<file path="src/rtl/ysyx_22050598_ex_div.sv">
// Iterative radix-2 restoring divider for the EX stage (DIV/DIVU/REM/REMU and word forms).
// Fast paths (divide-by-zero, signed overflow) skip CALC/FIX and land in DONE on the accept edge.
module ysyx_22050598_ex_div #(
   parameter int XLEN = 64
) (
   input  logic            clk,
   input  logic            rst,
   input  logic            div_valid,
   output logic            div_ready,
   input  logic [XLEN-1:0] dividend,
   input  logic [XLEN-1:0] divisor,
   input  logic            div_signed,
   input  logic            div_word,
   input  logic            flush,
   output logic            out_valid,
   input  logic            out_ready,
   output logic [XLEN-1:0] quotient,
   output logic [XLEN-1:0] remainder,
   output logic            busy
);
   typedef enum logic [1:0] {IDLE, CALC, FIX, DONE} state_e;

   state_e          state_q, state_d;
   logic [6:0]      cnt_q, cnt_d;
   logic [XLEN-1:0] rem_q, rem_d, quo_q, quo_d, dvs_q, dvs_d;
   logic [XLEN-1:0] qres_q, qres_d, rres_q, rres_d;
   logic            qneg_q, qneg_d, rneg_q, rneg_d, word_q, word_d;

   logic [XLEN-1:0] a_ext, b_ext, a_abs, b_abs, a_sx32, q_fix, r_fix;
   logic            a_neg, b_neg, div_zero, ovf, ge;
   logic [XLEN:0]   r_sh, r_sub;

   // Operand conditioning at width W (32 for word ops, else 64)
   always_comb begin
      a_ext    = div_word ? {{32{div_signed & dividend[31]}}, dividend[31:0]} : dividend;
      b_ext    = div_word ? {{32{div_signed & divisor[31]}}, divisor[31:0]} : divisor;
      a_sx32   = div_word ? {{32{dividend[31]}}, dividend[31:0]} : dividend;
      a_neg    = div_signed & a_ext[XLEN-1];
      b_neg    = div_signed & b_ext[XLEN-1];
      a_abs    = a_neg ? -a_ext : a_ext;
      b_abs    = b_neg ? -b_ext : b_ext;
      div_zero = div_word ? (divisor[31:0] == 32'd0) : (divisor == '0);
      ovf      = div_signed & (div_word
                 ? (dividend[31:0] == 32'h8000_0000 && divisor[31:0] == 32'hFFFF_FFFF)
                 : (dividend == {1'b1, {(XLEN-1){1'b0}}} && divisor == '1));
   end

   // One restoring step; r_sh < 2*dvs so the 65-bit difference sign is exact
   always_comb begin
      r_sh  = {rem_q, quo_q[XLEN-1]};
      r_sub = r_sh - {1'b0, dvs_q};
      ge    = ~r_sub[XLEN];
      q_fix = qneg_q ? -quo_q : quo_q;
      r_fix = rneg_q ? -rem_q : rem_q;
   end

   always_comb begin
      state_d = state_q;
      cnt_d   = cnt_q;
      rem_d   = rem_q;
      quo_d   = quo_q;
      dvs_d   = dvs_q;
      qneg_d  = qneg_q;
      rneg_d  = rneg_q;
      word_d  = word_q;
      qres_d  = qres_q;
      rres_d  = rres_q;
      case (state_q)
         IDLE: if (div_valid) begin
            qneg_d = a_neg ^ b_neg;
            rneg_d = a_neg;
            word_d = div_word;
            dvs_d  = b_abs;
            rem_d  = '0;
            // Word dividend sits in the upper half so 32 shifts bring it through
            quo_d  = div_word ? {a_abs[31:0], 32'd0} : a_abs;
            cnt_d  = div_word ? 7'd32 : 7'd64;
            if (div_zero) begin
               qres_d  = '1;
               rres_d  = a_sx32;
               state_d = DONE;
            end else if (ovf) begin
               qres_d  = a_ext;
               rres_d  = '0;
               state_d = DONE;
            end else begin
               state_d = CALC;
            end
         end
         CALC: begin
            rem_d = ge ? r_sub[XLEN-1:0] : r_sh[XLEN-1:0];
            quo_d = {quo_q[XLEN-2:0], ge};
            cnt_d = cnt_q - 7'd1;
            if (cnt_q == 7'd1) state_d = FIX;
         end
         FIX: begin
            qres_d  = word_q ? {{32{q_fix[31]}}, q_fix[31:0]} : q_fix;
            rres_d  = word_q ? {{32{r_fix[31]}}, r_fix[31:0]} : r_fix;
            state_d = DONE;
         end
         DONE: if (out_ready) state_d = IDLE;
         default: state_d = IDLE;
      endcase
      if (flush) begin
         state_d = IDLE;
         qres_d  = qres_q;
         rres_d  = rres_q;
      end
   end

   always_ff @(posedge clk or negedge rst) begin
      if (!rst) begin
         state_q <= IDLE;
         cnt_q   <= '0;
         rem_q   <= '0;
         quo_q   <= '0;
         dvs_q   <= '0;
         qneg_q  <= 1'b0;
         rneg_q  <= 1'b0;
         word_q  <= 1'b0;
         qres_q  <= '0;
         rres_q  <= '0;
      end else begin
         state_q <= state_d;
         cnt_q   <= cnt_d;
         rem_q   <= rem_d;
         quo_q   <= quo_d;
         dvs_q   <= dvs_d;
         qneg_q  <= qneg_d;
         rneg_q  <= rneg_d;
         word_q  <= word_d;
         qres_q  <= qres_d;
         rres_q  <= rres_d;
      end
   end

   assign div_ready = (state_q == IDLE);
   assign out_valid = (state_q == DONE);
   assign busy      = (state_q != IDLE);
   assign quotient  = qres_q;
   assign remainder = rres_q;
endmodule
</file>
<file path="config.mk">
export PLATFORM = sky130hd
export DESIGN_NAME = ysyx_22050598_ex_div
export DESIGN_NICKNAME = d
export VERILOG_FILES = /design/src/rtl/ysyx_22050598_ex_div.sv
export SDC_FILE = /design/constraint.sdc
export NUM_CORES = 1
export LEC_CHECK = 0
export CORE_ASPECT_RATIO = 0.5
export CORE_MARGIN = 3
export CORE_UTILIZATION = 39
export CTS_CLUSTER_SIZE = 25
export DETAILED_ROUTE_END_ITERATION = 10
export GPL_TIMING_DRIVEN = 0
export RECOVER_POWER = 100
export SYNTH_ARGS = -nofsm -noshare
export SYNTH_HDL_FRONTEND = slang
export SYNTH_SLANG_ARGS = --single-unit
</file>
<file path="constraint.sdc">
create_clock -name clk -period 6 [get_ports clk]
set_input_delay 1.2 -clock clk [delete_from_list [all_inputs] [get_ports clk]]
set_output_delay 1.2 -clock clk [all_outputs]
set_load 0.02 [all_outputs]
</file>
==> results of run 1 <==
worst register-to-register path, delay by kind of cell, from the launching register on:
kind,cells,cell delay [ps]
buffers and inverters,3,1180
AND/OR/NAND/NOR,3,470
flip-flops,1,390
AO/OA/AOI/OAI,7,3060
adder cells (fa/ha/maj),2,500
final timing paths:
check	startpoint	endpoint	slack, ps
min in group asynchronous	rst	dvs_q[30]	1600
worst min-delay path	dvs_q[62]	dvs_q[62]	470
max in group asynchronous	rst	quotient[36]	1340
worst min register to register	dvs_q[62]	dvs_q[62]	470
worst max register to register	quo_q[63]	rem_q[61]	250
worst max-delay path	divisor[6]	remainder[59]	-4
flip-flops by register name, summed over array words and instances, names as in the netlist:
signal,count
dvs_q,64
rem_q,64
quo_q,64
rneg_q,1
word_q,1
state_q,2
qneg_q,1
remainder,64
quotient,64
cnt_q,7
cells by family after synthesis:
| kind of cell | after synthesis |
|---|---|
| AOI/OAI and AO/OA | 1065 |
| xor gates and xnor gates | 297 |
| adders and majority gates | 76 |
| buffers and inverters | 331 |
| DFF | 332 |
| muxes | 58 |
| and+or+nand+nor | 1001 |
placed cells by master (no fill, tap or decap), types with 29 or more instances in the layout:
cell type / n
o21ai_0: 440
nand2_1: 423
dfrtp_1: 332
clkbuf_1: 195
a21oi_1: 192
nor2_1: 189
xnor2_1: 160
xor2_1: 137
dlygate4sd3_1: 134
clkdlybuf4s50_1: 123
inv_1: 118
ha_1: 75
o31ai_1: 69
nor3_1: 60
mux2i_1: 56
nand4_1: 51
nand3_1: 49
a22oi_1: 46
a21o_1: 43
clkbuf_16: 39
or3_1: 37
nor4_1: 34
a211oi_1: 33
o41ai_1: 30
or4_1: 29
per-stage QoR:
step / power [W] / std cells / setup slack (ps) / area, µm² / hold slack [ps]
2_1_floorplan: 0.00755 / 3160 / 1870 / 25000 / 449
3_3_place_gp: 0.0101 / 4243 / -11520 / 28600 / 464
3_5_place_dp: 0.0101 / 4248 / -1150 / 28800 / 466
4_1_cts: 0.0127 / 4317 / 210 / 30100 / 479
5_1_grt: 0.0135 / 4319 / 14.7 / 30000 / 490
6_report: 0.0127 / 4319 / -3.61 / 30000 / 474
metal layers:
layer	share of wire [%]	wire length (µm)	vias up	GRT usage, %
met5	0.11	127	-	1.26
met3	10	11700	177	8.45
met4	2.6	3020	4	8.90
met1	45	50900	13013	46.2
li1	-	-	12007	-
met2	42	48300	1220	49.3
power by group through the flow:
stage | Combinational (W) | Clock, W | Sequential [W]
2_1_floorplan | 0.00382 | 0 | 0.00374
3_5_place_dp | 0.00653 | 0 | 0.00361
6_report | 0.00657 | 0.00255 | 0.00359
5_1_grt | 0.00713 | 0.00266 | 0.00367
4_1_cts | 0.00656 | 0.00255 | 0.00358
3_3_place_gp | 0.00649 | 0 | 0.00360
layout make-up:
type | instances | area, µm² | area share (%)
Sequential cell | 332 | 8310 | 27.7
Inverter | 122 | 458 | 1.53
Tap cell | 825 | 1030 | 3.44
Multi-Input combinational cell | 2497 | 15500 | 51.5
Timing Repair Buffer | 263 | 2640 | 8.78
Clock inverter | 22 | 241 | 0.804
Antenna cell | 2 | 5.00 | 0.0167
Buffer | 209 | 811 | 2.70
Clock buffer | 47 | 1060 | 3.52
what timing repair did:
item,in CTS,in global routing
resized for setup,3,0
hold buffers,0,0
endpoints found under the setup margin,128,0
==> impl_metrics.csv, run 1 <==
group,metric,value,unit
route,drc,0,
floorplanning,start_util,40.2,%
layout,drive_above_1_share,3.81,%
place,dpl.hpwl,90.0,mm
route,viasPerCell,6.12,
clock_tree,root_buffer,"clkbuf_16",
synth,synth_fp_nets,3371,
status,status,"finished, violations left",
pwr,seqPwrFrac,28.2,%
critical_path,cp-end-kind,"register",
route,dr.pass1.iters,6,
timing,relSlewSlack,-101,%
layout,nFillCells,6319,
synth,synth_mux_area_share,2.33,%
synth,synth_top_family_by_area,"compound AO/OA/AOI/OAI gates",
critical_path,critPathMaxStageDelay,640,ps
clock_tree,cts.sinks,332,
floorplanning,fp.dieH,185,µm
pwr,power.density,423,nW/µm²
synth,yosys_warnings,0,
grt,antenna_found_initial,5,
critical_path,path_cells,"clkdlybuf4s50_1 > or4_1 > nor4_1 > nand4_1 > nor2b_4 > o21ai_1 > o211a_1 > a211o_1 > buf_2 > clkbuf_1 > buf_2 > buf_2 > nand2_1 > o21ai_0",
timing,rsz0062_at_grt,"no",
place,routabilityCongestion,0.979,
timing,fmax,167,MHz
synth,ys_ff_latch,332,
pwr,max-vdd-ir-drop,0.170,mV
critical_path,cp.required,6420,ps
route,wl_per_cell,26.4,µm
pwr,p_switching,0.00613,W
clock_tree,clock_latency,590,ps
synth,syn_inst,3160,
grt,grt_remaining_overflow,0,
floorplanning,num_rows,64,
pwr,clkPwrFrac,20.0,%
synth,yosys.area_share.adder,3.83,%
synth,synth_area_leaders,"dfrtp_1 33%, o21ai_0 8.8%, nand2_1 6.3%",
synth,synth_compound_area_share,26.3,%
floorplanning,die_w,364,µm
clock_tree,cts_buffers,38,
critical_path,cp_common_cell,"buf_2",
floorplanning,die_area,67400,µm²
timing,setup_ws,-3.61,ps
critical_path,worstSetupPathType,"in2reg",
pwr,internal_power,0.00658,W
synth,yosys.area_share.simple,18.9,%
floorplanning,ios,266,
critical_path,crit_cells,14,
critical_path,crit_slowest_cell,"or4_1",
status,violations,"capacitance limit, slew limit, setup timing",
timing,finClkSkew,32.1,ps
synth,ys_seq_area_share,33.2,%
synth,synth.largest_area_cell,"dfrtp_1",
critical_path,critPathLaunchType,"primary input",
clock_tree,cts_setup_buffers,0,
critical_path,cp_max_fo,10,
critical_path,crit_arrival,6420,ps
worst_hold_path,hold_depth,2,
grt,grtUsageTotal,32.7,%
timing,maxSlewViolCount,162,
critical_path,crit_family,"simple AND/OR/NAND/NOR gates",
synth,ys_types,80,
synth,synth_common_cells,"438 x o21ai_0, 423 x nand2_1, 332 x dfrtp_1",
grt,first_global_vias,25167,
timing,hold_violations,0,
timing,setup_viol,1,
synth,synthXorXnorAreaFrac,10.4,%
clock_tree,htreeDepth,2,
synth,synth-main-ff-cell,"dfrtp_1",
pwr,p_leak,13.0,nW
synth,synth.most_common_cell,"o21ai_0",
grt,grt_pass1_wl,165,mm
critical_path,path_buf_inv,5,
floorplanning,core,62300,µm²
place,io_buffers,258,
synth,synth_edf_count,0,
flow_run,cap_violations,2,
critical_path,reg2reg_depth,15,
pwr,p_sw_share,48.2,%
synth,synth_top_area_share,33.2,%
pwr,p_comb_share,51.7,%
timing,worst_pin_slew,3010,ps
timing,period_needed,6000,ps
layout,post-route-util,48.2,%
synth,synth.avg_cell_area,7.92,µm²
route,drt-total-wl,114,mm
synth,async_flop_share,100,%
route,drt_iter0_drc,3037,
layout,syn2layout_area_growth,20.0,%
route,vias,26421,
worst_hold_path,min_path_type,"reg2reg",
grt,grt_max_degree,105,
clock_tree,clockBufferDepth,3,
synth,synthesis.area,25000,µm²
clock_tree,clk_pin_slew,70,ps
timing,tns,-3.61,ps
route,drtAntennaViolNets,0,
clock_tree,cts_tree,"done",
timing,post-route-period-util,100,%
layout,nets,3674,
No activity file was read; power rests on OpenSTA's default activity.
==> run 2, diff against run 1 <==
--- a/config.mk
+++ b/config.mk
@@ -15,3 +15,4 @@
 export SYNTH_ARGS = -nofsm -noshare
 export SYNTH_HDL_FRONTEND = slang
 export SYNTH_SLANG_ARGS = --single-unit
+export TNS_END_PERCENT = 20
==> results of run 2 <==
The final DEF is identical to that of run 1; final timing and power are the same.
